File: src/rtl/serial_field_unpacker.sv
// serial_field_unpacker
//   Bit-serial receiver: collects a variable-length field LSB-first, one bit
//   per accepted beat, widens it to WIDTH bits (sign- or zero-extend) and
//   presents the word on a valid/ready output.
//
// Optional build macro: SERIAL_FIELD_PARITY_EN
//   When defined, every field is followed by one even-parity beat
//   (in_first=0). A mismatch pulses err_frame, but the word is still
//   presented.
//
// Ports
//   clock      in   sole clock, rising edge
//   reset_n    in   synchronous, active-low reset
//   in_valid   in   serial beat present
//   in_bit     in   serial data bit
//   in_first   in   marks the first bit of a field
//   in_ready   out  beat accepted when in_valid && in_ready
//   cfg_len    in   field length (0 or >WIDTH means WIDTH), sampled on first beat
//   cfg_signed in   1 = sign-extend, 0 = zero-extend, sampled with cfg_len
//   out_valid  out  out_data holds a completed word
//   out_ready  in   consumer accepts the word
//   out_data   out  widened field
//   err_frame  out  one-cycle pulse per offending accepted beat
module serial_field_unpacker #(
  parameter int WIDTH = 8,
  parameter int LEN_W = $clog2(WIDTH + 1)
) (
  input  logic             clock,
  input  logic             reset_n,
  input  logic             in_valid,
  input  logic             in_bit,
  input  logic             in_first,
  output logic             in_ready,
  input  logic [LEN_W-1:0] cfg_len,
  input  logic             cfg_signed,
  output logic             out_valid,
  input  logic             out_ready,
  output logic [WIDTH-1:0] out_data,
  output logic             err_frame
);

  localparam logic [1:0] IDLE   = 2'd0;
  localparam logic [1:0] SHIFT  = 2'd1;
  localparam logic [1:0] HOLD   = 2'd2;
`ifdef SERIAL_FIELD_PARITY_EN
  localparam logic [1:0] PARITY = 2'd3;
`endif

  logic [1:0]       state, state_n;
  logic [LEN_W-1:0] cnt, cnt_n;
  logic [LEN_W-1:0] len, len_n;
  logic             sgn, sgn_n;
  logic [WIDTH-1:0] raw, raw_n;
  logic             err_n;
  logic             load;
  logic             acc;
  logic [LEN_W-1:0] eff_len;
`ifdef SERIAL_FIELD_PARITY_EN
  logic             par, par_n;
`endif

  // Keep the low len bits of r; fill the rest with the field's top bit when
  // signed, zeros otherwise. len==WIDTH leaves nothing to fill.
  function automatic logic [WIDTH-1:0] widen(input logic [WIDTH-1:0] r,
                                             input logic [LEN_W-1:0] l,
                                             input logic             s);
    logic             sb;
    logic [WIDTH-1:0] w;
    sb = 1'b0;
    w  = '0;
    for (int unsigned i = 0; i < WIDTH; i++)
      if (LEN_W'(i + 1) == l) sb = r[i];
    for (int unsigned i = 0; i < WIDTH; i++)
      w[i] = (LEN_W'(i) < l) ? r[i] : (s & sb);
    return w;
  endfunction

  assign in_ready  = (state != HOLD) || out_ready;
  assign out_valid = (state == HOLD);
  assign acc       = in_valid && in_ready;
  assign eff_len   = ((cfg_len == '0) || (cfg_len > LEN_W'(WIDTH))) ?
                     LEN_W'(WIDTH) : cfg_len;

  // A flagged first beat restarts the frame from any state it is accepted
  // in (IDLE, SHIFT/PARITY as an abort, HOLD together with the handshake),
  // so that path is handled once, ahead of the per-state cases.
  always_comb begin
    state_n = state;
    cnt_n   = cnt;
    len_n   = len;
    sgn_n   = sgn;
    raw_n   = raw;
    err_n   = 1'b0;
    load    = 1'b0;
`ifdef SERIAL_FIELD_PARITY_EN
    par_n   = par;
`endif
    if (acc) begin
      if (in_first) begin
`ifdef SERIAL_FIELD_PARITY_EN
        err_n = (state == SHIFT) || (state == PARITY);
        par_n = in_bit;
`else
        err_n = (state == SHIFT);
`endif
        raw_n    = '0;
        raw_n[0] = in_bit;
        cnt_n    = LEN_W'(1);
        len_n    = eff_len;
        sgn_n    = cfg_signed;
        if (eff_len == LEN_W'(1)) begin
`ifdef SERIAL_FIELD_PARITY_EN
          state_n = PARITY;
`else
          state_n = HOLD;
          load    = 1'b1;
`endif
        end else begin
          state_n = SHIFT;
        end
      end else begin
        case (state)
          SHIFT: begin
            for (int unsigned i = 0; i < WIDTH; i++)
              if (LEN_W'(i) == cnt) raw_n[i] = in_bit;
            cnt_n = cnt + LEN_W'(1);
`ifdef SERIAL_FIELD_PARITY_EN
            par_n = par ^ in_bit;
            if (cnt_n == len) state_n = PARITY;
`else
            if (cnt_n == len) begin
              state_n = HOLD;
              load    = 1'b1;
            end
`endif
          end
`ifdef SERIAL_FIELD_PARITY_EN
          PARITY: begin
            err_n   = (in_bit != par);
            state_n = HOLD;
            load    = 1'b1;
          end
`endif
          default: begin
            // Stray continuation beat with no frame open (IDLE, or HOLD
            // while the word is being consumed): drop it.
            err_n   = 1'b1;
            state_n = IDLE;
          end
        endcase
      end
    end else if ((state == HOLD) && out_ready) begin
      state_n = IDLE;
    end
  end

  always_ff @(posedge clock) begin
    if (!reset_n) begin
      state     <= IDLE;
      cnt       <= '0;
      len       <= '0;
      sgn       <= 1'b0;
      raw       <= '0;
      out_data  <= '0;
      err_frame <= 1'b0;
`ifdef SERIAL_FIELD_PARITY_EN
      par       <= 1'b0;
`endif
    end else begin
      state     <= state_n;
      cnt       <= cnt_n;
      len       <= len_n;
      sgn       <= sgn_n;
      raw       <= raw_n;
      err_frame <= err_n;
`ifdef SERIAL_FIELD_PARITY_EN
      par       <= par_n;
`endif
      if (load) out_data <= widen(raw_n, len_n, sgn_n);
    end
  end

endmodule

File: config.mk
export PLATFORM = sky130hd
export DESIGN_NAME = serial_field_unpacker
export DESIGN_NICKNAME = d
export VERILOG_FILES = /design/src/rtl/serial_field_unpacker.sv
export SDC_FILE = /design/constraint.sdc
export NUM_CORES = 1
export LEC_CHECK = 0
export ABC_AREA = 1
export BUFFER_PORTS_ARGS = -buffer_cell sky130_fd_sc_hd__buf_2
export CAP_MARGIN = 20
export CELL_PAD_IN_SITES_DETAIL_PLACEMENT = 0
export CELL_PAD_IN_SITES_GLOBAL_PLACEMENT = 1
export CORE_UTILIZATION = 41
export DETAILED_ROUTE_END_ITERATION = 7
export PLACE_DENSITY_LB_ADDON = 0.1
export SKIP_CTS_REPAIR_TIMING = 1
export SYNTH_ARGS = -nofsm -noshare
export SYNTH_HDL_FRONTEND = slang
export SYNTH_SLANG_ARGS = --single-unit
File: constraint.sdc
create_clock -name clock -period 2.6 [get_ports clock]
set_clock_uncertainty 0.05 [all_clocks]
set_input_delay 0.52 -clock clock [delete_from_list [all_inputs] [get_ports clock]]
set_output_delay 0.52 -clock clock [all_outputs]
set_load 0.01 [all_outputs]
# ---- After elaboration in Yosys (flattened, before gate mapping)
# Index checks and enable logic that the tools add are counted.
dict set report totals {
  inputBits 11
  wordCells 99
  reg_bits 28
  out_inout_bits 11
}
dict set report op_classes {
  n_reduce_logical 11
  n_eq_ne 21
  n_lt_le_gt_ge 9
  n_bitwise 1
  n_addsub 1
  mux 49
}
# operator n
set ops {}
lappend ops {{$mux 1} 35}
lappend ops {{$eq 3x4->1 const A} 8}
lappend ops {{$mux 8} 3}
lappend ops {{$mux 4} 5}
lappend ops {{$eq 2x4->1 const A} 4}
lappend ops {{$lt 3x4->1 const A} 4}
lappend ops {{$mux 2} 6}
lappend ops {{$eq 1x4->1 const A} 2}
lappend ops {{$logic_not 4->1} 2}
lappend ops {{$lt 1x4->1 const A} 2}
lappend ops {{$lt 2x4->1 const A} 2}
lappend ops {{$reduce_and 2->1} 3}
lappend ops {{$add 4x1->4 const B} 1}
lappend ops {{$eq 4x1->1 const B} 1}
lappend ops {{$eq 4x4->1} 1}
lappend ops {{$eq 4x4->1 const A} 1}
lappend ops {{$gt 4x4->1 const B} 1}
lappend ops {{$ne 4x3->1 const B} 1}
lappend ops {{$reduce_bool 2->1} 2}
lappend ops {{$eq 2x1->1 const B} 1}
lappend ops {{$eq 2x2->1 const B} 1}
lappend ops {{$logic_and 1x1->1} 2}
lappend ops {{$logic_or 1x1->1} 2}
lappend ops {{$ne 2x2->1 const B} 1}
lappend ops {{$and 1x1->1} 1}

# ---- Logic depth before layout (Yosys ltp)
# Gate-level depths: netlist of run 1.
dict set report logic_depth {
  word_depth 18
  mapped_depth 16
  depth_no_buf 16
}

# ---- Least setup slack after synthesis of run 1
# No wires, ideal clock.
dict set report synth_timing {
  path_type {in2reg}
  from {input out_ready}
  to {register out_data[6]}
  stages 12
  arrival_ns 1.737
  required_time_ns 2.435
  path_buffers 0
  setup_ns 0.115
  slack_ns 0.698
  cell_sequence {inv_1 nand3_4 nand2_4 inv_2 nand2_1 nand2_2 nor2_2 nand3_1 or2_1 nand3_2 nor2_1 o21a_1}
}
dict set report synth_via {
  elab_chain_len 16
  elab_cells_between_ends 27
  classes_between {order compare (1); eq/ne (8); mux (15); bitwise (1); reduce/logical (2)}
}
# item line_no
set synth_lines {}
lappend synth_lines {{start, declared} 37} ;# input logic out_ready,
lappend synth_lines {{$logic_or 1x1->1 (*)} 78} ;# assign in_ready = (state != HOLD) || out_ready;
lappend synth_lines {{via in_ready} 33} ;# output logic in_ready,
lappend synth_lines {{$logic_and 1x1->1 (*)} 80} ;# assign acc = in_valid && in_ready;
lappend synth_lines {{$mux 4} 98} ;# if (acc) begin
lappend synth_lines {{$eq 1x4->1} 72} ;# if (LEN_W'(i + 1) == l) sb = r[i];
lappend synth_lines {{$mux 1 (8 in a row)} 72}
lappend synth_lines {{$mux 1} 179} ;# if (load) out_data <= widen(raw_n, len_n, sgn_n);
lappend synth_lines {{$mux 1} 158} ;# if (!reset_n) begin
lappend synth_lines {{$and 1x1->1} 74} ;# w[i] = (LEN_W'(i) < l) ? r[i] : (s & sb);
lappend synth_lines {{$mux 1} 74}
lappend synth_lines {{end signal, assigned} 179}
lappend synth_lines {{end, declared} 38} ;# output logic [WIDTH-1:0] out_data,
# The timed path passes the listed nets; every way through them passes the cells marked *. The select of a mux whose other input is x is not followed.
# A chain may end at the register's enable or synchronous reset.

# ---- Worst setup path in the final report of run 1
dict set report layout_timing {
  from {register cnt[0]}
  to {register out_data[6]}
}
dict set report layout_via {
  elab_chain_len 17
  elab_cells_between_ends 37
  classes_between {add/sub (1); eq/ne (8); mux (26); bitwise (1); reduce/logical (1)}
}
# item line_no
set layout_lines {}
lappend layout_lines {{start, declared} 50} ;# logic [LEN_W-1:0] cnt, cnt_n;
lappend layout_lines {{start signal, assigned} 171} ;# cnt <= cnt_n;
lappend layout_lines {{$logic_not 4->1} 125} ;# if (LEN_W'(i) == cnt) raw_n[i] = in_bit;
lappend layout_lines {{$mux 1} 125}
lappend layout_lines {{$mux 8} 122} ;# case (state)
lappend layout_lines {{$mux 8} 99} ;# if (in_first) begin
lappend layout_lines {{$mux 8} 98}
lappend layout_lines {{$mux 1 (8 in a row)} 72}
lappend layout_lines {{$mux 1} 179}
lappend layout_lines {{$mux 1} 158}
lappend layout_lines {{$and 1x1->1} 74}
lappend layout_lines {{$mux 1} 74}
# Parallel ways exist; a longest one is shown, timed or not. The select of a mux whose other input is x is not followed.

==> impl_metrics.ini, run 1 <==
[timing]
period_needed_ns = 2.22
grt_setup_unrepaired = no
hold_viol_final = 0
hold_ws_ns = 0.425
tightest_slew_ns = 0.569
slew_headroom_pct = 62.0
finalCritPeriodShare_pct = 85.3
maxSlewViolCount = 0
finalSetupViolCount = 0
fmax_mhz = 451
tns_ns = 0

[drt]
wl_per_cell_um = 12.5
initialDrtViolationCount = 110
viasPerCell = 4.99
vias = 1736
antenna_left = 0
first_pass_iters = 4
wirelength_mm = 4.36
drc = 0

[final_layout]
drive_gt1_share_pct = 19.1
area_growth_pct = 11.4
n_antenna_cell = 0
finalInstanceArea_um2 = 2030
final_nets = 315

[synth]
async_flop_share_pct = 0
synth_top_cell_area_share_pct = 30.7
ys_types = 28
syn_area_per_cell_um2 = 6.61
syn_area_um2 = 1820
syn-num-nets = 292
yosys.area.top_type = dfxtp_1
synth_top_cells_by_area = dfxtp_1, nand2_1, nand3_1
yosysWarnings = 0
synth_edf_count = 0
synth_most_common_cell = nand2_1
synth_commonest_cells = nand2_1, nor2_1, dfxtp_1, inv_1, nand3_1
synth_seq_cells = 28
synth_flop_cell = dfxtp_1
syn_inst = 276
seq_area_frac_synth_pct = 30.7

[cts]
clockBufferDepth = 2
clockRootBuffer = clkbuf_8
clkSinkCount = 28
numCtsBuffers = 3
cts_tree = done
clk_pin_slew_ns = 0.10
insertion_delay_ns = 0.28
cts_max_level = 1

[worst_setup_path]
cp.required_ns = 2.73
cp-end-kind = flip-flop
critPathMaxFanout = 7
reg2reg_slack_ns = 0.38
cp.arrival_ns = 2.35
startpoint_type = flip-flop
worstSetupPathType = flip-flop to flip-flop

[flow_run]
drv_cap = 0

[grt]
grt_pass1_vias = 1638
antenna_found_initial = 0
grt_pass1_wl_mm = 7.50
grt.total_usage_pct = 21.5
grt_max_degree = 17
globalRouteOverflowTotal = 0

[status]
status = finished, final reports clean

[placed_design]
gp_congestion = 0.816
placed_area_um2 = 1980
hpwl_mm = 3.37
io_buffers = 21

[die]
std_cell_rows = 23
die_h_um = 68.7
die_area_um2 = 4720
die_w_um = 68.7
core_um2 = 4140
start_util_pct = 44.0
top_level_ports = 22

[min_path]
hold_path_class = flip-flop to flip-flop

[pwr]
powerDensity_nw_per_um2 = 438
leakage_nw = 0.926
peakVddDrop_uv = 283
-- final timing paths --
| check | endpoint | cells past startpoint | from |
|---|---|---|---|
| worst max register to register | out_data[6] | 8 | cnt[0] |
| worst min register to register | out_data[1] | 2 | out_data[1] |
| worst min-delay path | out_data[1] | 2 | out_data[1] |
| worst max-delay path | out_data[6] | 8 | cnt[0] |
-- cells in the final DEF, fill, tap and decap left out, types with 2 or more instances in the layout --
master	Yosys	routed
a21oi_1	17	17
nand2_2	3	3
buf_4	3	2
nor2_2	3	3
nor2_4	4	4
clkbuf_8	0	4
nor2_1	33	33
nor3_1	2	2
o21a_1	3	3
nand3_2	2	2
o21bai_1	2	2
inv_1	28	28
nand2_1	72	72
nand3_4	2	2
xnor2_1	2	2
a21oi_2	5	5
nand4_1	7	7
xor2_1	4	4
inv_2	8	8
buf_2	0	21
o21ai_0	9	9
nand3_1	27	27
ha_1	5	5
dfxtp_1	28	28
-- per-stage QoR --
stage          power [mW]  utilization (%)  instances  worst slack [ns]
3_5_place_dp        0.626             47.7        344             0.308
5_1_grt             0.943             49.0        348             0.141
3_3_place_gp        0.628             47.7        344             0.298
2_1_floorplan       0.584                -        276             0.698
4_1_cts             0.902             49.0        348             0.389
6_report            0.891             49.0        348             0.382
-- metal layers --
layer / GRT usage, % / up-vias / wire [um]
li1: - / 931 / -
met1: 29.2 / 773 / 2260
met2: 35.5 / 30 / 1940
met3: 3.95 / 2 / 148
met4: 4.34 / 0 / 20
met5: 0 / - / 0
-- final cells by class --
type                       instances  area [um2]
clock buffer                       4        55.1
fill                             458        2110
multi-input combinational        207        1100
sequential                        28         561
timing repair buffer              23         120
tap                               50        62.6
inverter                          36         135
-- worst max-delay path, stage by stage (launching register included) --
cell and delay (ns):
dfxtp_1 0.47, ha_1 0.32, nand2_1 0.09, o311ai_0 0.31, o21ai_0 0.25, or2_1 0.27, nand3_2 0.13, nor2_1 0.06
o21a_1 0.17
-- flip-flops by register name, indices dropped and copies added, names as in the netlist --
| signal | cells |
|---|---|
| raw | 8 |
| state | 2 |
| cnt | 4 |
| out_data | 8 |
| len | 4 |
| sgn | 1 |
| err_frame | 1 |
-- report_power, final --
group          leakage [nW]  switching, mW  internal, mW
registers             0.227        0.00978         0.439
logic                 0.670          0.112        0.0559
clock network        0.0288          0.138         0.136
-- cell families (layout without fill, tap and decap cells) --
kind of cell,Yosys count,in the layout,share of synthesized area (%)
DFF,28,28,30.7
AOI/OAI and AO/OA,39,39,13.4
buffers and inverters,41,63,9.05
and+or+nand+nor,157,157,40.5
adders and majority gates,5,5,3.43
xor gates and xnor gates,6,6,2.88
(Power assumes the default switching activity.)
==> run 2, diff against run 1 <==
Settings changed: CORE_MARGIN from default to 2, HOLD_SLACK_MARGIN from default to 0.15.
==> run 2 against run 1 <==
Utilization shrank 1.8 points; largest cell class unchanged; sequential share of layout area fell by 0.14 points; global-route usage down 2.6 points; clock power is 3% higher; fmax is 0.15% higher; largest power group unchanged; via count fell by 1.6%; worst setup slack better by 0.0033 ns; die area grew 5.9%; non-clock buffer count is 1 higher; design area up 0.49%; sequential power barely moved.
==> impl_metrics.ini, run 2 (synthesis results as in run 1) <==
[status]
status = finished, final reports clean

[timing]
slew_headroom_pct = 51.3
period_needed_ns = 2.21
maxSlewViolCount = 0
finalCritPeriodShare_pct = 85.2
fmax_mhz = 451
hold_viol_final = 0
grt_setup_unrepaired = no
finalSetupViolCount = 0
hold_ws_ns = 0.426
tightest_slew_ns = 0.730
tns_ns = 0

[final_layout]
multi_input_area_um2 = 1100
regArea_um2 = 561
reg_top3 = out_data x8, raw x8
mostFrequentLayoutCell = nand2_1
n_antenna_cell = 0
area_growth_pct = 11.9
final_nets = 316
final_cell_mix = nand2_1, nor2_1, inv_1, dfxtp_1, nand3_1
drive_gt1_share_pct = 19.4
fillCellCount = 473

[flow_run]
drv_cap = 0

[drt]
vias = 1709
antenna_left = 0
drc = 0
viasPerCell = 4.87
initialDrtViolationCount = 136
first_pass_iters = 4
wl_per_cell_um = 12.8
wirelength_mm = 4.49

[placed_design]
hpwl_mm = 3.39
io_buffers = 21
gp_congestion = 0.812

[die]
die_area_um2 = 5000
top_level_ports = 22
std_cell_rows = 24
start_util_pct = 42.2
core_um2 = 4320
die_h_um = 70.7
die_w_um = 70.7

[cts]
clk_pin_slew_ns = 0.11
numCtsBuffers = 3
cts_max_level = 1
clockBufferDepth = 2
cts_tree = done
insertion_delay_ns = 0.28
clkSinkCount = 28
clockRootBuffer = clkbuf_8

[grt]
antenna_found_initial = 0
grt_pass1_vias = 1592
grt_pass1_wl_mm = 7.61
grt_max_degree = 22
grt.total_usage_pct = 19.0
globalRouteOverflowTotal = 0

[min_path]
hold_path_class = flip-flop to flip-flop

[pwr]
powerDensity_nw_per_um2 = 440
power_mw = 0.898
leakage_nw = 0.930
peakVddDrop_uv = 287

[worst_setup_path]
worstSetupPathType = flip-flop to flip-flop
cp.required_ns = 2.77
cp.arrival_ns = 2.38
startpoint_type = flip-flop
critPathMaxFanout = 10
cp-end-kind = flip-flop
-- run 2: layout make-up --
| class | count | share of cell area (%) |
|---|---|---|
| multi-input cells | 207 | 53.8 |
| repair buffers | 24 | 6.25 |
| inverters | 36 | 6.62 |
| flip-flops and latches | 28 | 27.5 |
| well taps | 52 | 3.19 |
| clock buffers | 4 | 2.70 |
-- run 2: routing by layer --
| metal | up-vias | wire [um] | global-route usage [%] |
|---|---|---|---|
| met1 | 750 | 2320 | 26.9 |
| met5 | - | 0 | 0 |
| met4 | 0 | 29 | 4.61 |
| met3 | 2 | 107 | 2.42 |
| met2 | 24 | 2030 | 30.7 |
| li1 | 933 | - | - |
-- run 2: stage by stage --
stage / instance area [um2] / cells / setup slack [ns] / util, %
after floorplan: 1820 / 276 / 0.698 / -
after global placement: 1990 / 347 / 0.291 / 45.9
after detailed placement: 1990 / 347 / 0.326 / 45.9
after CTS: 2040 / 351 / 0.363 / 47.2
after global routing: 2040 / 351 / 0.214 / 47.2
final: 2040 / 351 / 0.385 / 47.2
-- run 2: report_power, final --
group	switching, mW	internal, mW
registers	0.00955	0.440
clock network	0.145	0.136
logic	0.112	0.0560
-- run 2: final timing paths --
kind | from | to | slack [ns] | depth (start not counted)
setup / recovery | cnt[0] | out_data[5] | 0.39 | 11
hold / removal | out_data[3] | out_data[3] | 0.43 | 2
setup reg to reg | cnt[0] | out_data[5] | 0.39 | 11
hold reg to reg | out_data[3] | out_data[3] | 0.43 | 2
-- run 2: worst max-delay path: stages, from the launching register on --
cell and delay (ns):
dfxtp_1 0.47, ha_1 0.33, xnor2_1 0.19, xor2_1 0.19
nand3_1 0.10, nand3_1 0.07, nand2_1 0.11, nor2_4 0.21
inv_2 0.13, nor2_1 0.11, nand2_1 0.07, a21oi_2 0.11
==> run 3, diff against run 2 <==
--- a/config.mk
+++ b/config.mk
@@ -9,3 +9,2 @@
 export BUFFER_PORTS_ARGS = -buffer_cell sky130_fd_sc_hd__buf_2
-export CAP_MARGIN = 20
 export CELL_PAD_IN_SITES_DETAIL_PLACEMENT = 0
@@ -13,3 +12,3 @@
 export CORE_MARGIN = 2
-export CORE_UTILIZATION = 41
+export CORE_UTILIZATION = 35
 export DETAILED_ROUTE_END_ITERATION = 7
--- a/constraint.sdc
+++ b/constraint.sdc
@@ -4,2 +4,2 @@
 set_output_delay 0.52 -clock clock [all_outputs]
-set_load 0.01 [all_outputs]
+set_load 0.005 [all_outputs]
==> run 3 against run 2 <==
First-iteration DRC count shrank 13%; die area grew 16%; cell count grew 5.1%; sequential power is essentially flat; count of clock-buffer cells in the layout is the same; flip-flop and latch count is the same; register-to-register slack gained 0.02 ns; total power shrank 0.73%.
==> impl_metrics.ini, run 3 (synthesis results as in run 1) <==
[final_layout]
finalInstanceArea_um2 = 2060
area_growth_pct = 13.2
drive_gt1_share_pct = 19.4
final_nets = 316
mostFrequentLayoutCell = nand2_1
final_cell_mix = nand2_1, nor2_1, inv_1, dfxtp_1, nand3_1
reg_top3 = out_data x8, raw x8
fillCellCount = 580
n_antenna_cell = 0

[timing]
maxSlewViolCount = 0
hold_ws_ns = 0.425
finalCritPeriodShare_pct = 84.3
layout_setup_ws_ns = 0.407
tns_ns = 0
period_needed_ns = 2.19
hold_viol_final = 0
fmax_mhz = 456
slew_headroom_pct = 76.9
tightest_slew_ns = 0.342
grt_setup_unrepaired = no
finalSetupViolCount = 0

[worst_setup_path]
critPathLaunch = state[0]
cp.depth = 9
critPathBufInv = 1
cp.arrival_ns = 2.32
r2r-end = out_data[6]
startpoint_type = flip-flop
cp-end-kind = flip-flop
critPathMaxStageDelay_ns = 0.42
r2r_start = state[0]
worst_path_max_delay_cell = dfxtp_1
reg2reg_slack_ns = 0.41
cp_top_family = simple AND/OR/NAND/NOR gates
crit_chain = inv_2 > nor2_4 > nand2_1 > o311ai_0 > o21ai_0 > or2_1 > nand3_2 > nor2_1 > o21a_1
cp-endpoint = out_data[6]
cp.required_ns = 2.73
critPathMaxFanout = 14
worstSetupPathType = flip-flop to flip-flop
r2r_cells = 9

[drt]
viasPerCell = 4.70
initialDrtViolationCount = 119
drc = 0
first_pass_iters = 4
wirelength_mm = 4.65
vias = 1733
antenna_left = 0
wl_per_cell_um = 12.6

[flow_run]
drv_cap = 0

[placed_design]
placed_area_um2 = 2010
hpwl_mm = 3.59
io_buffers = 21
place_ws_ns = 0.280
gp_congestion = 0.742

[die]
die_w_um = 76.2
start_util_pct = 35.9
core_um2 = 5070
die_area_um2 = 5810
top_level_ports = 22
std_cell_rows = 26
die_h_um = 76.2

[min_path]
hold_path_class = flip-flop to flip-flop

[grt]
globalRouteOverflowTotal = 0
grt_max_degree = 19
grt.total_usage_pct = 16.6
antenna_found_initial = 0
grt_pass1_vias = 1631
grt_pass1_wl_mm = 7.83

[cts]
clkSinkCount = 28
cts_tree = done
cts_max_level = 1
clockBufferDepth = 2
insertion_delay_ns = 0.28
numCtsBuffers = 3
clockRootBuffer = clkbuf_8
clk_pin_slew_ns = 0.09

[pwr]
powerDensity_nw_per_um2 = 432
peakVddDrop_uv = 274
leakage_nw = 0.930

[status]
status = finished, final reports clean
-- run 3: cell counts in the layout (fill, tap and decap cells not counted) --
No cell type changed its count.
-- run 3: worst min path at each step --
stage,startpoint,endpoint,depth (start not counted)
after detailed placement,out_data[5],out_data[5],2
after global routing,out_data[1],out_data[1],2
final,out_data[1],out_data[1],2
after CTS,out_data[5],out_data[5],2
after floorplan,raw[6],raw[6],2
after global placement,out_data[2],out_data[2],2
-- run 3: per-layer routing --
layer	vias up	global-route usage [%]	part of all wire, %
met5	-	0	0
met4	0	2.73	0.45
met3	2	2.73	3.1
met1	783	22.2	50
met2	20	28.7	46
li1	928	-	-
-- run 3: report_power, final --
| group | total, mW | leakage [nW] | internal [mW] | switching [mW] |
|---|---|---|---|---|
| Combinational | 0.168 | 0.675 | 0.0558 | 0.112 |
| Clock | 0.275 | 0.0288 | 0.136 | 0.139 |
| Sequential | 0.449 | 0.227 | 0.439 | 0.00937 |
| Total | 0.892 | 0.930 | 0.631 | 0.261 |
-- run 3: cell type report --
type	instances	area, um2	area share [%]
clock buffer	4	55.1	2.67
inverter	36	135	6.55
multi-input combinational	207	1100	53.2
sequential	28	561	27.2
tap	70	87.6	4.24
timing repair buffer	24	128	6.18
-- run 3: through the flow --
stage	util (%)	cells	power, mW
final	40.7	369	0.892
after global routing	40.7	369	0.946
after CTS	40.7	369	0.915
after detailed placement	39.6	365	0.628
after floorplan	-	276	0.583
after global placement	39.6	365	0.630
-- run 3: worst reg2reg max path, delay by kind of cell (launching register included) --
| family | cells | cell delay, ns |
|---|---|---|
| AND/OR/NAND/NOR | 5 | 0.83 |
| flip-flops | 1 | 0.42 |
| buffers and inverters | 1 | 0.09 |
| AO/OA/AOI/OAI | 3 | 0.73 |
